## src/rtl/prog_sequencer.sv

```systemverilog
// Multi-cycle instruction sequencer: fetches instructions through a request/ack
// handshake, steps through decode/execute/memory/write-back, tracks the program
// counter and counts cycles spent on the current run.
module prog_sequencer #(
    parameter int PC_W  = 10,
    parameter int IW    = 9,
    parameter int CNT_W = 16
) (
    input  logic             Clk,
    input  logic             Reset_n,
    input  logic             Start,
    input  logic [PC_W-1:0]  Prog_end,
    output logic             Ifetch_req,
    input  logic             Ifetch_ack,
    input  logic [IW-1:0]    Instr,
    output logic [IW-1:0]    Instr_reg,
    output logic [PC_W-1:0]  Instr_addr,
    input  logic             Branch,
    input  logic             Jump,
    input  logic             MemRead,
    input  logic             MemWrite,
    input  logic             RegWrite,
    input  logic             Zero,
    input  logic [PC_W-1:0]  Jump_target,
    output logic             Mem_req,
    output logic             Mem_we,
    input  logic             Mem_ack,
    output logic             RegWrite_en,
    output logic             Busy,
    output logic             Done,
    output logic [CNT_W-1:0] Cycle_cnt
);

    typedef enum logic [2:0] {
        S_IDLE,
        S_FETCH,
        S_DECODE,
        S_EXEC,
        S_MEM,
        S_WB,
        S_DONE
    } state_t;

    state_t            state;
    state_t            state_next;
    logic [PC_W-1:0]   pc;
    logic [PC_W-1:0]   pc_target;
    logic [PC_W-1:0]   exec_target;
    logic [IW-1:0]     instr_q;
    logic [CNT_W-1:0]  cnt;
    logic              at_end;
    logic              launch;
    logic              busy;

    assign at_end = (pc == Prog_end);
    assign launch = ((state == S_IDLE) || (state == S_DONE)) && Start;

    // State register
    always_ff @(posedge Clk or negedge Reset_n) begin
        if (!Reset_n) begin
            state <= S_IDLE;
        end else begin
            state <= state_next;
        end
    end

    // Next-state selection
    always_comb begin
        state_next = state;
        unique case (state)
            S_IDLE, S_DONE: begin
                if (Start) state_next = S_FETCH;
            end
            S_FETCH: begin
                if (at_end)          state_next = S_DONE;
                else if (Ifetch_ack) state_next = S_DECODE;
            end
            S_DECODE: state_next = S_EXEC;
            S_EXEC: begin
                if (MemRead || MemWrite) state_next = S_MEM;
                else if (RegWrite)       state_next = S_WB;
                else                     state_next = S_FETCH;
            end
            S_MEM: begin
                if (Mem_ack) begin
                    state_next = (RegWrite && !MemWrite) ? S_WB : S_FETCH;
                end
            end
            S_WB:    state_next = S_FETCH;
            default: state_next = S_IDLE;
        endcase
    end

    // Control outputs decoded from the current state
    always_comb begin
        busy        = (state == S_FETCH) || (state == S_DECODE) || (state == S_EXEC) ||
                      (state == S_MEM)   || (state == S_WB);
        Busy        = busy;
        Done        = (state == S_DONE);
        Ifetch_req  = (state == S_FETCH) && !at_end;
        Mem_req     = (state == S_MEM);
        Mem_we      = (state == S_MEM) && MemWrite;
        RegWrite_en = (state == S_WB);
    end

    // Next-PC decision formed from the flags present while leaving EXEC
    always_comb begin
        if (Jump)               exec_target = Jump_target;
        else if (Branch && Zero) exec_target = pc + PC_W'(2);
        else                    exec_target = pc + PC_W'(1);
    end

    // PC and the held next-PC decision; the decision is captured in EXEC so a
    // later MEM/WB detour commits it unchanged when returning to FETCH
    always_ff @(posedge Clk or negedge Reset_n) begin
        if (!Reset_n) begin
            pc        <= '0;
            pc_target <= '0;
        end else begin
            if (state == S_EXEC) pc_target <= exec_target;
            if (launch) begin
                pc <= '0;
            end else if (state_next == S_FETCH) begin
                if (state == S_EXEC)                        pc <= exec_target;
                else if ((state == S_MEM) || (state == S_WB)) pc <= pc_target;
            end
        end
    end

    // Instruction latch on a completed fetch
    always_ff @(posedge Clk or negedge Reset_n) begin
        if (!Reset_n) begin
            instr_q <= '0;
        end else if ((state == S_FETCH) && !at_end && Ifetch_ack) begin
            instr_q <= Instr;
        end
    end

    // Saturating run-length counter, cleared on launch, frozen while idle/done
    always_ff @(posedge Clk or negedge Reset_n) begin
        if (!Reset_n) begin
            cnt <= '0;
        end else if (launch) begin
            cnt <= '0;
        end else if (busy && (cnt != '1)) begin
            cnt <= cnt + CNT_W'(1);
        end
    end

    assign Instr_reg  = instr_q;
    assign Instr_addr = pc;
    assign Cycle_cnt  = cnt;

endmodule

```

## config.mk

```make
export PLATFORM = sky130hd
export DESIGN_NAME = prog_sequencer
export DESIGN_NICKNAME = d
export VERILOG_FILES = /design/src/rtl/prog_sequencer.sv
export SDC_FILE = /design/constraint.sdc
export NUM_CORES = 1
export LEC_CHECK = 0
export CORE_ASPECT_RATIO = 1.4
export CORE_MARGIN = 2
export CORE_UTILIZATION = 40
export CTS_CLUSTER_DIAMETER = 200
export CTS_CLUSTER_SIZE = 24
export DETAILED_ROUTE_END_ITERATION = 12
export PLACE_DENSITY = 0.69
export SLEW_MARGIN = 20
export SYNTH_ARGS = -nofsm -noshare
export SYNTH_HDL_FRONTEND = slang
export SYNTH_SLANG_ARGS = --single-unit
```

## constraint.sdc

```tcl
create_clock -name Clk -period 3.9 [get_ports Clk]
set_input_delay 0.78 -clock Clk [delete_from_list [all_inputs] [get_ports Clk]]
set_output_delay 0.78 -clock Clk [all_outputs]
set_load 0.01 [all_outputs]
```

# After elaboration in Yosys (flattened, before gate mapping)
# Index checks and enable logic that the tools add are counted.
# classes
add_sub_neg,3
n_mul,0
div,0
order_cmp,0
eq_ne,9
shift,0
n_mux,16
n_bitwise,0
reduce_logical,22
# op_table
operator,n
$mux W10,6
$mux W16,2
$mux W3,7
$pmux W3 S6,1
$add A16 B1 Y16 const B,1
$ne A16 B16 Y1 const B,1
$add A10 B1 Y10 const B,1
$add A10 B2 Y10 const B,1
$eq A10 B10 Y1,1
$eq A3 B3 Y1 const B,3
$logic_and A1 B1 Y1,7
$logic_or A1 B1 Y1,7
$eq A3 B1 Y1 const B,2
$eq A3 B2 Y1 const B,2
$reduce_bool A2 Y1,2
$logic_not A3 Y1,1
$reduce_bool A3 Y1,1
$logic_not A1 Y1,2
$reduce_and A2 Y1,1
$reduce_or A2 Y1,1
# word_totals
regBits,48
latch_bits,0
mem_bits_rw,0
romBits,0
input_bits,40
output_inout_bits,41
mem_count,0

# Depth between registers and ports, before layout
# Gate-level depths: netlist (run 1).
# depth
depth_word,8
depth_mapped,7
ltp_nobuf,6

# Worst setup path after synthesis (run 1)
# Ideal clock, no wire load.
# synth_timing
kind,in2out
from,in Prog_end[6]
to,out Ifetch_req
arrival_ns,1.457
required_time_ns,3.120
slack_ns,1.663
cell_stages,3
n_path_buf,0
cell_sequence,xor2_1 -> nor4_2 -> a31oi_2
# synth_via
elab_chain_len,3
# synth_lines
element,line_no,rtl
"start, declared",12,"input logic [PC_W-1:0] Prog_end,"
$eq A10 B10 Y1,55,assign at_end = (pc == Prog_end);
$logic_not A1 Y1,100,Ifetch_req = (state == S_FETCH) && !at_end;
$logic_and A1 B1 Y1,100,
"end, declared",13,"output logic Ifetch_req,"
# Every way passes these cells.

# Final worst setup path (run 1)
# layout_timing
from,in Prog_end[9]
to,out Ifetch_req
# The elaborated chain is that of the path after synthesis.

==> results by stage, run 1 <==
Outcome:
- The run finished with clean final reports.

Die:
- In this run the standard cell core region covers approximately 6900 um^2.
- The overall die height is between 100 and 150 um.
- Measured along the x axis, the die boundary spans around 75 um.
- Pin placement for this block handled about 80 I/O pins.
- The total number of placement rows is 36.
- The die outline area is approximately 7800 um^2.
- The initial utilization of the core area, before any placement, comes to 0.409.

Global route:
- The met3 global-route usage is 0.0370.
- The first-pass GRT wire length is 11900 um.
- Entering global routing, the biggest net connects 49 pins.
- The layer flagged by global routing as most heavily used is met2.
- The via count of the first global-routing pass came to about 2400.
- For this run, global-route usage on met1 was measured as 0.247.
- The total overflow left after global routing is 0.
- The number of antenna violations at the first check in global routing is 0.
- Across every metal layer, demand over resource in global routing totals 0.193.
- The met2 track utilization from global routing is 0.328.

Clocking:
- The total clock buffers created by CTS is 5.
- The TritonCTS clock tree is yes.
- The worst-case clock buffer depth is 2.
- The deepest level of the CTS H-tree is 2.
- The root buffer selected by CTS is sky130_fd_sc_hd__clkbuf_8.
- Clock latency on the worst-skew pair, taken at its later pin, is 0.30 ns.
- CTS saw 48 sinks.
- In this run the post-CTS setup repair buffer count came out at 0.
- The post-cts hold buffer count is 0.
- Clock-pin slew was measured on the worst setup and hold paths at approximately 0.08 ns.
- The count of instances resized after the clock tree is built is 0.

Placed design:
- The count of buffers added on input and output ports is 80.
- At the placement stage, the worst setup path has a slack of ~0.6 ns.
- The final RePlAce weighted congestion is approximately 0.86.
- In this run the cell area measured after placement is 3680 um^2.
- The cell count after placement is 457.
- The HPWL after detailed placement is around 5300 um.

Routing:
- Summing over every cut layer, the via total after detailed routing is around 2500.
- The number of DRC markers in iteration 0 is between 80 and 90.
- The pre-antenna-repair detailed-routing pass consisted of 4 iterations.
- After detailed routing, the number of vias per cell comes to 5.35.
- The final wirelength is ~7100 um.
- The remaining design rule violation count is 0.
- The count of antenna-violating nets left after detailed routing is 0.
- Dividing the detail-routed wire length by the instance count gives about 15 um.

STA:
- The number of setup violations in the final report is 0.
- The worst hold margin is 0.478 ns.
- Of the available clock period, the critical path in the final layout requires 0.841.
- The sum of negative setup slack is 0 ns.
- In the post-route analysis, the smallest setup slack over all paths is 0.621 ns.
- Setup repair after global routing left no endpoint under its margin.
- The number of pins exceeding their max-slew limit in the final report was 0.
- On the final layout, the worst clock skew is 0.00774 ns.
- For the pin with the worst max-slew slack, the measured transition is roughly 0.74 ns.
- The post-route minimum period is 3.28 ns.
- The number of endpoints with negative hold slack in the final report is 0.
- The achievable clock frequency is ~300 MHz.
- The worst-case headroom to the max-slew limit is 0.499.

Logic synthesis:
- sky130_fd_sc_hd__dfrtp_1 takes more of the synthesized area than any other cell.
- After synthesis, the share of flip-flops with an asynchronous set or reset is 1.00.
- The synthesized netlist net count is ~340.
- The leading register cell type out of synthesis is sky130_fd_sc_hd__dfrtp_1.
- Counting distinct cell types in the post-synthesis netlist gives between 50 and 60.
- In this run the cell area of the synthesized design comes to roughly 2800 um^2.
- A synthesized cell averages between 9 and 10 um^2.
- The post-synthesis cell count is roughly 300.
- After synthesis the netlist holds a flip-flop and latch count of 48.
- The yosys synthesis warning count is 0.
- The share of synthesized area in the top cell type comes to 0.424.
- The synthesized design contains 0 enable-type register cells.
- The share of the Yosys chip area taken by registers is 0.424.
- In the post-synthesis netlist, the biggest area contributors are sky130_fd_sc_hd__dfrtp_1, sky130_fd_sc_hd__xnor2_1, sky130_fd_sc_hd__xor2_1.

Final layout:
- Fill cells in the final layout number around 680.
- The summed area of non-filler cells in the final layout is 3780 um^2.
- From synthesis to final layout, the design area changed by 33.2%.
- The top cell types in the final layout, fill and taps aside, are sky130_fd_sc_hd__clkdlybuf4s50_1, sky130_fd_sc_hd__dfrtp_1, sky130_fd_sc_hd__nand2_1.
- The finished layout holds 465 standard cells, fillers aside.
- The library cell used most frequently in the layout, excluding fill and tap cells, is sky130_fd_sc_hd__clkdlybuf4s50_1.
- The fraction of layout cells with a size suffix above 1 is 0.0622.
- The number of antenna diodes in the final layout is 0.
- The number of nets at the end of the flow is around 410.
- The flip-flop count of the largest register, all copies and words added is 16.
- Measured on the finished design, the core utilization comes to 0.545.

Setup path:
- The required time of the critical path is about 3.1 ns.
- The worst setup path is captured at an output port.
- Data on the critical path arrives at its endpoint at 2.50 ns.
- The nature of the critical path startpoint is an input port.
- In this run the worst path has a maximum fanout of 3.
- The setup slack of the worst register-to-register path is around 1.8 ns.
- The critical path class is in2out.

Pwr:
- IR analysis of the VDD net gives a maximum drop of ~0.31 mV.
- The power consumption is between 2 and 2.5 mW.
- For this design the static power due to leakage is around 1.6 nW.
- The cell area power density is roughly 600 nW/um^2.

Min path:
- The class of the tightest hold or removal check is in2async.

Run:
- The max-cap check violation count is 0.
==> cells in the mapped netlist, types with 4 or more instances <==
cell type,number
sky130_fd_sc_hd__xnor2_1,13
sky130_fd_sc_hd__mux2i_1,5
sky130_fd_sc_hd__mux2_1,9
sky130_fd_sc_hd__nor3b_1,5
sky130_fd_sc_hd__o211ai_1,4
sky130_fd_sc_hd__nand4_1,11
sky130_fd_sc_hd__o21ai_0,15
sky130_fd_sc_hd__and2_1,4
sky130_fd_sc_hd__inv_1,5
sky130_fd_sc_hd__nor2_1,22
sky130_fd_sc_hd__nand3_1,13
sky130_fd_sc_hd__and3_1,13
sky130_fd_sc_hd__nand2_1,28
sky130_fd_sc_hd__xor2_1,13
sky130_fd_sc_hd__a21oi_1,9
sky130_fd_sc_hd__a21o_1,8
sky130_fd_sc_hd__buf_2,6
sky130_fd_sc_hd__nor3_1,10
sky130_fd_sc_hd__dfrtp_1,48
==> final cells by class <==
| type | count | area (um^2) | area share |
|---|---|---|---|
| timing repair buffer | 81 | 806 | 0.213 |
| tap | 95 | 119 | 0.0315 |
| clock inverter | 2 | 10.0 | 0.00265 |
| multi-input combinational | 228 | 1540 | 0.408 |
| clock buffer | 6 | 82.6 | 0.0219 |
| sequential | 48 | 1200 | 0.318 |
| inverter | 5 | 18.8 | 0.00497 |
==> cells by family after synthesis <==
| kind of cell | Yosys count | share of synthesized area |
|---|---|---|
| compound gates | 54 | 0.126 |
| xor+xnor | 26 | 0.0803 |
| fa+ha+maj | 3 | 0.0132 |
| buf+inv | 19 | 0.0353 |
| flops | 48 | 0.424 |
| mux | 14 | 0.0534 |
| simple gates | 131 | 0.268 |
==> metal layers <==
layer  routed length (um)  vias up
li1                     -     1208
met1                 2890     1182
met2                 3730       88
met3                  367        9
met4                   84        0
met5                    0        -
==> power breakdown <==
group | leakage [nW] | total (mW) | switching, mW | internal (mW)
registers | 0.620 | 0.874 | 0.203 | 0.672
clock network | 0.0510 | 0.305 | 0.164 | 0.142
logic | 0.967 | 1.05 | 0.497 | 0.552
total | 1.64 | 2.23 | 0.863 | 1.37
==> worst paths after layout <==
| check | from | end | cells past startpoint |
|---|---|---|---|
| worst max-delay path | Prog_end[9] | Ifetch_req | 5 |
| worst min-delay path | Reset_n | Instr_reg[6] | 1 |
| worst max register to register | state[0] | Instr_addr[1] | 5 |
| worst min register to register | pc_target[3] | pc_target[3] | 2 |
| max in group asynchronous | Reset_n | pc_target[1] | 1 |
| min in group Clk | pc_target[3] | pc_target[3] | 2 |
==> critical path, stage by stage <==
cell and delay (ns):
sky130_fd_sc_hd__clkdlybuf4s50_1 0.48, sky130_fd_sc_hd__xor2_1 0.25, sky130_fd_sc_hd__nor4_2 0.10, sky130_fd_sc_hd__a31oi_2 0.28, sky130_fd_sc_hd__clkdlybuf4s50_1 0.61
Note: power is estimated with default switching activity, not from simulation.
==> run 2, diff against run 1 <==
--- a/config.mk
+++ b/config.mk
@@ -11,7 +11,7 @@
 export CTS_CLUSTER_DIAMETER = 200
 export CTS_CLUSTER_SIZE = 24
 export DETAILED_ROUTE_END_ITERATION = 12
-export PLACE_DENSITY = 0.69
+export PLACE_DENSITY = 0.72
 export SLEW_MARGIN = 20
 export SYNTH_ARGS = -nofsm -noshare
 export SYNTH_HDL_FRONTEND = slang
==> constraint.sdc (replaced) <==
create_clock -name Clk -period 2.65 [get_ports Clk]
set_input_delay 0.53 -clock Clk [delete_from_list [all_inputs] [get_ports Clk]]
set_output_delay 0.53 -clock Clk [all_outputs]
set_load 0.01 [all_outputs]
==> results by stage, run 2 (synthesis gave the netlist of run 1 again) <==
Routing:
- The number of vias in the routed layout is 2507 (was 2487).
- The number of DRC markers in iteration 0 is 66 (was 82).
- The first-pass iteration count of the detailed router is 4 (unchanged).
- The count of antenna-violating nets left after detailed routing came to 0 (unchanged).
- The remaining design rule violation count is 0 (unchanged).
- The final wirelength is 6990 um (was 7070 um).
- The number of vias per cell is 5.29 (was 5.35).
- The average wire per standard cell came to 14.7 um (was 15.2 um).

STA:
- The clock tree skew after final layout is 0.00496 ns (was 0.00774 ns).
- The number of setup violations in the final report is 0 (unchanged).
- The final critical-path setup slack is 0.132 ns (was 0.621 ns).
- The worst hold margin is 0.324 ns (was 0.478 ns).
- The worst-case headroom to the max-slew limit is 0.540 (was 0.499).
- The transition at the pin with the smallest max-transition slack is 0.684 ns (was 0.744 ns).
- The achievable clock frequency is 397 MHz.
- The number of endpoints with negative hold slack in the final report was 0 (unchanged).
- The number of pins exceeding their max-slew limit in the final report is 0 (unchanged).
- RSZ-0062 raised after global routing: false (unchanged).
- The final period utilization is 0.950.
- The post-route minimum period is around 2.5 ns.

Final layout:
- The area growth from synthesis to final layout came to 35.5% (was 33.2%).
- Highest-count cells in the layout ignoring fill and taps: sky130_fd_sc_hd__clkdlybuf4s50_1, sky130_fd_sc_hd__dfrtp_1, sky130_fd_sc_hd__nand2_1 (unchanged).
- The total of fill cells in the finished design is 670 (was 679).
- The final cell count without fillers is 474 (was 465).
- The flip-flop count of the largest register, all copies and words added was 16 (unchanged).
- The antenna diode count came to 0 (unchanged).
- The area taken by multi-input logic gates is 1540 um^2 (unchanged).
- The summed area of non-filler cells in the final layout is 3840 um^2 (was 3780 um^2).
- The most common cell after layout, fill and taps aside is sky130_fd_sc_hd__clkdlybuf4s50_1 (unchanged).
- The fraction of layout cells with a size suffix above 1 is 0.0818 (was 0.0622).
- The number of nets at the end of the flow is 421 (was 412).
- The area of all sequential standard cells is 1200 um^2 (unchanged).

Setup path:
- The biggest cell delay along the critical path was 0.41 ns (was 0.61 ns).
- Cell-by-cell listing of the critical path: clkdlybuf4s50_1, xor2_1, buf_4, nor4_2, a31oi_2, dlygate4sd2_1 (was clkdlybuf4s50_1, xor2_1, nor4_2, a31oi_2, clkdlybuf4s50_1).
- The cell class contributing the biggest share of worst-path delay was buffers and inverters (unchanged).
- The critical path class is in2out (unchanged).
- The nature of the critical path startpoint is an input port (unchanged).
- The required time of the critical path was 2.12 ns (was 3.12 ns).
- The top fanout value on the critical path is 2 (was 3).
- The cell with the largest stage delay on the worst path is sky130_fd_sc_hd__clkdlybuf4s50_1 (unchanged).
- The count of buffering cells on the critical path with inverters included is 3 (was 2).
- The data arrival at the endpoint of the critical path came to 1.99 ns (was 2.50 ns).
- The category of the worst setup path capture point is an output port (unchanged).

Global route:
- The total routing resource utilization after global routing is 0.196 (was 0.193).
- The final global-route overflow total came to 0 (unchanged).
- The largest net degree at the start of global routing is 49 (unchanged).
- The via count of the first global-routing pass was 2521 (was 2442).
- The first-pass GRT wire length is 12200 um (was 11900 um).
- The number of antenna violations at the first check in global routing came to 0 (unchanged).

Die:
- The die outline area is 7790 um^2 (unchanged).
- The overall die height is 104 um (unchanged).
- The top-level port count is 81 (unchanged).
- The total number of placement rows is 36 (unchanged).
- The initial standard-cell utilization of the core came to 0.409 (unchanged).
- The core area was 6940 um^2 (unchanged).
- The floorplan die width is 75.2 um (unchanged).

Outcome:
- Outcome: completed (unchanged).

Pwr:
- The static leakage was 1.68 nW (was 1.64 nW).
- The power consumption is 3.34 mW (was 2.23 mW).
- The worst IR drop on VDD came to 0.432 mV (was 0.312 mV).
- The cell area power density came to 869 nW/um^2 (was 590 nW/um^2).

Clocking:
- The root buffer selected by CTS is sky130_fd_sc_hd__clkbuf_8 (unchanged).
- The TritonCTS clock tree is yes (unchanged).
- The count of instances resized after the clock tree is built was 1 (was 0).
- The deepest level of the CTS H-tree is 2 (unchanged).
- The clock transition at the register clock pins on the worst setup and hold paths after CTS is 0.08 ns (about the same).
- The later-pin clock latency in the skew report is 0.30 ns (about the same).
- The worst-case clock buffer depth is 2 (unchanged).
- The number of post-CTS setup repair buffers is 0 (unchanged).
- The post-cts hold buffer count was 0 (unchanged).
- The TritonCTS sink count is 48 (unchanged).
- The total clock buffers created by CTS was 5 (unchanged).

Placed design:
- The placed instance area came to 3750 um^2 (was 3680 um^2).
- The post-placement setup slack is -0.0696 ns (was 0.600 ns).
- The HPWL after detailed placement was 5270 um (was 5330 um).
- The number of input and output port buffers inserted is 80 (unchanged).
- The cell count after placement came to 466 (was 457).
- The final RePlAce weighted congestion was 0.877 (was 0.860).

Run:
- The max-cap check violation count came to 0 (unchanged).

Min path:
- The class of the tightest hold or removal check is in2async (unchanged).
==> run 2: worst reg2reg max path, cell delays in order (launching register included) <==
cell	delay, ns
sky130_fd_sc_hd__dfrtp_1	0.58
sky130_fd_sc_hd__and2b_1	0.31
sky130_fd_sc_hd__nand2_1	0.33
sky130_fd_sc_hd__nor2_1	0.35
sky130_fd_sc_hd__a22oi_1	0.13
sky130_fd_sc_hd__a21o_1	0.17
==> run 2: area by class of cell <==
class / instances / area share
repair buffers: 90 / 0.226
well taps: 95 / 0.0309
clock inverters: 1 / 0.00195
clock buffers: 7 / 0.0225
flip-flops and latches: 48 / 0.313
multi-input cells: 228 / 0.401
inverters: 5 / 0.00488
==> run 2: power breakdown <==
group	internal, mW	switching (mW)	leakage, nW
logic	0.861	0.768	1.01
registers	0.989	0.267	0.620
clock network	0.212	0.242	0.0445
total	2.06	1.28	1.68
==> run 2: worst paths after layout <==
path,slack (ns),to,startpoint,cells past startpoint
worst min-delay path,0.32,Cycle_cnt[6],Reset_n,2
min in group Clk,0.48,pc_target[3],pc_target[3],2
worst max-delay path,0.13,Ifetch_req,Prog_end[9],6
max in group asynchronous,1.91,Instr_addr[1],Reset_n,2
worst min register to register,0.48,pc_target[3],pc_target[3],2
worst max register to register,0.68,Instr_addr[7],state[1],5
==> run 2: through the flow <==
step / TNS, ns / utilization
4_1_cts: 0 / 0.554
3_3_place_gp: -0.0491 / 0.541
2_1_floorplan: 0 / -
5_1_grt: 0 / 0.554
3_5_place_dp: -0.0696 / 0.541
6_report: 0 / 0.554
==> run 2: per-layer routing <==
metal	up-vias	wire [um]	global-route usage	share of wire
met1	1210	2840	0.247	0.41
met4	0	30	0.0589	0.0043
met2	68	3810	0.334	0.55
met3	2	303	0.0360	0.043
met5	-	0	0	0
li1	1227	-	-	-
==> run 3, diff against run 2 <==
--- a/config.mk
+++ b/config.mk
@@ -5,6 +5,7 @@
 export SDC_FILE = /design/constraint.sdc
 export NUM_CORES = 1
 export LEC_CHECK = 0
+export CAP_MARGIN = 25
 export CORE_ASPECT_RATIO = 1.4
 export CORE_MARGIN = 2
 export CORE_UTILIZATION = 40
==> results of run 3 <==
The final DEF is identical to that of run 2; final timing and power are the same.
==> edit 1 (config.mk and constraints of run 3) <==
Encoding of `state_t`: now one-hot (7 bits for 7 states).
--- a/src/rtl/prog_sequencer.sv
+++ b/src/rtl/prog_sequencer.sv
@@ -33,10 +33,10 @@
 
-    typedef enum logic [2:0] {
-        S_IDLE,
-        S_FETCH,
-        S_DECODE,
-        S_EXEC,
-        S_MEM,
-        S_WB,
-        S_DONE
+    typedef enum logic [6:0] {
+        S_IDLE   = 7'b0000001,
+        S_FETCH  = 7'b0000010,
+        S_DECODE = 7'b0000100,
+        S_EXEC   = 7'b0001000,
+        S_MEM    = 7'b0010000,
+        S_WB     = 7'b0100000,
+        S_DONE   = 7'b1000000
     } state_t;
Check against the original RTL: no difference found for any inputs over 10 cycles, from zero or initial values and one cycle with Reset_n low; not proved beyond that.
==> edit 1 against run 3 <==
- sequential cell count up 4
- cell area up 12%
- sequential power down 14%
- setup slack better by 9.1 ps
- combinational power down 39%
- routed wire length up 18%
- power down 20%
- synthesized area up 9.5%
- critical path depth unchanged
- critical endpoint is now Mem_we
- largest cell class unchanged
- largest power group is now sequential cells
==> edit 1: results (changes against run 3) <==
[placed_design]
placement.cell_area_um2 = 4110  ; +9.5%
preCtsSetupSlack_ps = -288  ; -218 ps
dp.final_hpwl_um = 6310  ; +20%
gpl.final_weighted_congestion = 0.851  ; -3.0%
place.detailed.instances = 520  ; +12%
port_buffers = 80  ; unchanged

[outcome]
outcome = complete, no violations

[setup_path]
critical_path_peak_fanout = 6  ; +4
reg2reg_from = state[2]$_DFF_PN0_
slowest_delay_ps = 640  ; +230 ps
critPathSlowestCell = dfstp_2
r2r_setup_slack_ps = 340  ; -340 ps
rr_endpoint = Instr_addr[8]$_DFFE_PN0P_

[clocking]
ctsRootBufferMaster = clkbuf_8
clock_slew_seen_by_the_registers_of_the_worst_setup_and_hold_paths_ps = 100  ; +20 ps
numCtsBuffers = 5  ; unchanged

[grt]
wire_length_of_the_first_global_routing_pass_um = 13400  ; +10%
grt_max_degree = 28  ; -43%
grt_pass1_vias = 2807  ; +11%
grt.total_usage_pct = 20.0  ; +0.31 points

[yosys]
synth_compound_gate_area_share_pct = 15.2  ; +2.6 points
yosys-top-cells-count = dfrtp_1 (51), nand2_1 (31), nand3_1 (21)
synth-xor-area-share_pct = 5.08  ; -3.0 points
netlist-cell-type-count = 54  ; +1.9%
yosysSeqAreaShare_pct = 42.0  ; -0.41 points
mappedNetlistNets = 377  ; +12%
synthMuxAreaShare_pct = 6.93  ; +1.6 points
syn-mean-instance-area_um2 = 9.29  ; -3.3%
synth_flop_cell = dfrtp_1
yosys-top-cells-area = dfrtp_1 (41%), nand2_1 (3.7%), nand3_1 (3.4%), xor2_1 (3.4%), mux2_2 (3.3%)
adder_and_majority_gate_portion_of_the_synthesized_area_pct = 1.21  ; -0.11 points

[final_layout]
fin_cells = 529  ; +12%
design.final.nets = 471  ; +12%
share_of_post_route_cells_with_drive_strength_above_1_pct = 15.6  ; +7.4 points

[power_and_ir_drop]
vdd.ir_drop.worst_v = 0.000392  ; -9.2%
power.leakage_nw = 1.81  ; +7.6%
intPower_mw = 1.77  ; -14%

[sta]
worst_slew_pin_slew_ps = 603  ; -81.4 ps
whs_ps = 217  ; -107 ps
worst_clock_skew_ps = 3.22  ; -1.73 ps

[routing]
post_drt_via_cell_ratio = 5.55  ; +4.9%
first_iter_violations = 98  ; +48%
routedWlPerCell_um = 15.5  ; +5.4%

## edit 1: cell types whose count changed after synthesis, moves of 5 or more
cell      before  now
inv_1          5   10
mux2_2         0    9
clkbuf_1       3    8
and3_1        13    4
a21oi_1        9   18
nor4_1         1   10
nand2b_1       2    9
a21o_1         8    3
nor2_1        22   14
nand3_1       13   21
mux2_1         9    3
xnor2_1       13    6
## edit 1: per-layer routing
| metal | share of wire, % | track usage, % | wire length, um |
|---|---|---|---|
| met5 | 0 | 0 | 0 |
| met2 | 52 | 36.0 | 4300 |
| met4 | 1.4 | 6.27 | 119 |
| met3 | 3.9 | 2.75 | 319 |
| met1 | 42 | 24.6 | 3480 |
## edit 1: final cells by class
cell class,instances,area [um^2]
clock inverter,2,38.8
fill,699,3370
multi-input combinational,256,1730
inverter,10,37.5
sequential,52,1310
timing repair buffer,103,968
tap,100,125
clock buffer,6,82.6
## edit 1: timing repair
item,4_1_cts,5_1_grt
setup endpoints to repair,3,3
buffers inserted,1,0
gates resized for setup,5,11
pin swaps,4,3
## edit 1: power groups by stage
stage                     clock [mW]  sequential (mW)  combinational [mW]
after floorplan                    0             1.11               0.508
after global placement             0             1.08               0.940
after detailed placement           0             1.09               0.967
after CTS                      0.602             1.08               0.979
after global routing           0.629             1.10                1.09
final                          0.591             1.08               0.996
## edit 1: worst max path at each step
stage                         startpoint                        to  slack, ps  depth (start not counted)
2_1_floorplan  Instr_addr[5]$_DFFE_PN0P_  Instr_reg[0]$_DFFE_PN0P_        790                          7
3_3_place_gp                 Prog_end[5]                Ifetch_req       -260                          6
3_5_place_dp                 Prog_end[3]                Ifetch_req       -290                          6
4_1_cts                      Prog_end[0]                Ifetch_req          2                          6
5_1_grt               state[6]$_DFF_PN0_                    Mem_we         60                          6
6_report              state[0]$_DFF_PN1_                    Mem_we        140                          6
## edit 1: kinds of logic after synthesis
| family | after synthesis |
|---|---|
| simple gates | 144 |
| compound gates | 71 |
| flops | 52 |
| buf+inv | 26 |
| mux | 20 |
| xor+xnor | 18 |
| fa+ha+maj | 3 |
==> edit 2 (flow settings as in run 3) <==
Without the edit above. Set the parameter `IW` to 11 (it was 9).
--- a/src/rtl/prog_sequencer.sv
+++ b/src/rtl/prog_sequencer.sv
@@ -5,3 +5,3 @@
     parameter int PC_W  = 10,
-    parameter int IW    = 9,
+    parameter int IW    = 11,
     parameter int CNT_W = 16
Ports: changed (resized Instr and Instr_reg); port bits go from 81 to 85. The function was not compared with the original's and may differ.
==> edit 2 against run 3 <==
- synthesized cell count is 3.1% lower
- via count up 2.2%
- worst hold slack got worse by 130 ps
- setup slack worse by 19 ps
- cell area is 4.5% higher
- sequential cell count rose by 2
- combinational power up 13%
- synthesized area grew 2.2%
- routed wire length rose by 4.9%
- power increased by 8.8%
- utilization is 2.1 points higher
- critical path depth fell by 2
==> edit 2: results (changes against run 3) <==
[yosys]
adder_and_majority_gate_portion_of_the_synthesized_area_pct = 1.30  ; -0.029 points
synth-xor-area-share_pct = 7.56  ; -0.48 points
mappedNetlistNets = 331  ; -2.1%
synth_cells = 286  ; -3.1%
yosys-top-cells-count = dfrtp_1 (50), nand2_1 (28), nor2_1 (24)
synth_compound_gate_area_share_pct = 13.3  ; +0.68 points
yosys-top-cells-area = dfrtp_1 (43%), mux2_4 (5.2%), xnor2_1 (3.9%), nand2_1 (3.6%), xor2_1 (3.6%)
synthMuxAreaShare_pct = 6.95  ; +1.6 points
yosysSeqAreaShare_pct = 43.2  ; +0.81 points

[placed_design]
placement.cell_area_um2 = 3900  ; +4.1%
preCtsSetupSlack_ps = -177  ; -108 ps
port_buffers = 84  ; +5.0%

[final_layout]
nFillCells = 616  ; -8.1%
fin_cells = 477  ; +0.63%
design.final.nets = 426  ; +1.2%

[grt]
grt_max_degree = 25  ; -49%
grt.total_usage_pct = 19.3  ; -0.37 points
grt_pass1_vias = 2692  ; +6.8%
use_met3_pct = 4.23  ; +0.63 points
wire_length_of_the_first_global_routing_pass_um = 12700  ; +4.5%
globalRouteMet1Util_pct = 23.1  ; -1.6 points

[power_and_ir_drop]
share_comb_of_total_power_pct = 50.9  ; +2.1 points
power.leakage_nw = 1.86  ; +11%
switching_power_as_a_share_of_total_power_pct = 36.8  ; -1.5 points
netSwitchingPower_mw = 1.34  ; +4.6%
power.clock.fraction_pct = 14.5  ; +0.9 points

[setup_path]
critical-path-top-delay-family = simple AND/OR/NAND/NOR gates
critPathSlowestCell = or3_2
slowest_delay_ps = 530  ; +120 ps
r2r_setup_slack_ps = 600  ; -80 ps

[sta]
worst_slew_pin_slew_ps = 587  ; -97.6 ps
worst_clock_skew_ps = 6.47  ; +1.51 ps

[outcome]
outcome = complete, no violations

[clocking]
clk_latency_ps = 300  ; about the same

[routing]
detail_route.wirelength_um = 7330  ; +4.9%
via_count = 2562  ; +2.2%

## edit 2: final timing paths
path,start,to,cells after the start
setup / recovery,state[1]$_DFF_PN0_,Busy,4
hold / removal,Reset_n,Cycle_cnt[0]$_DFFE_PN0P_,1
setup reg to reg,Instr_addr[8]$_DFFE_PN0P_,Instr_reg[0]$_DFFE_PN0P_,8
hold reg to reg,pc_target[8]$_DFFE_PN0P_,pc_target[8]$_DFFE_PN0P_,2
max in group asynchronous,Reset_n,state[1]$_DFF_PN0_,2
min in group Clk,pc_target[8]$_DFFE_PN0P_,pc_target[8]$_DFFE_PN0P_,2
## edit 2: layout make-up
cell class              count  area (um^2)  area share, %
inverters                   3         11.3          0.280
well taps                  95          119           2.96
clock inverters             3         40.0          0.997
flip-flops and latches     50         1250           31.2
multi-input cells         220         1570           39.0
repair buffers            101          958           23.9
clock buffers               5         68.8           1.71
## edit 2: repair_timing
item / CTS / global route
resized for setup: 2 / 3
gates cloned: 0 / 0
pin swaps: 1 / 3
setup endpoints to repair: 1 / 2
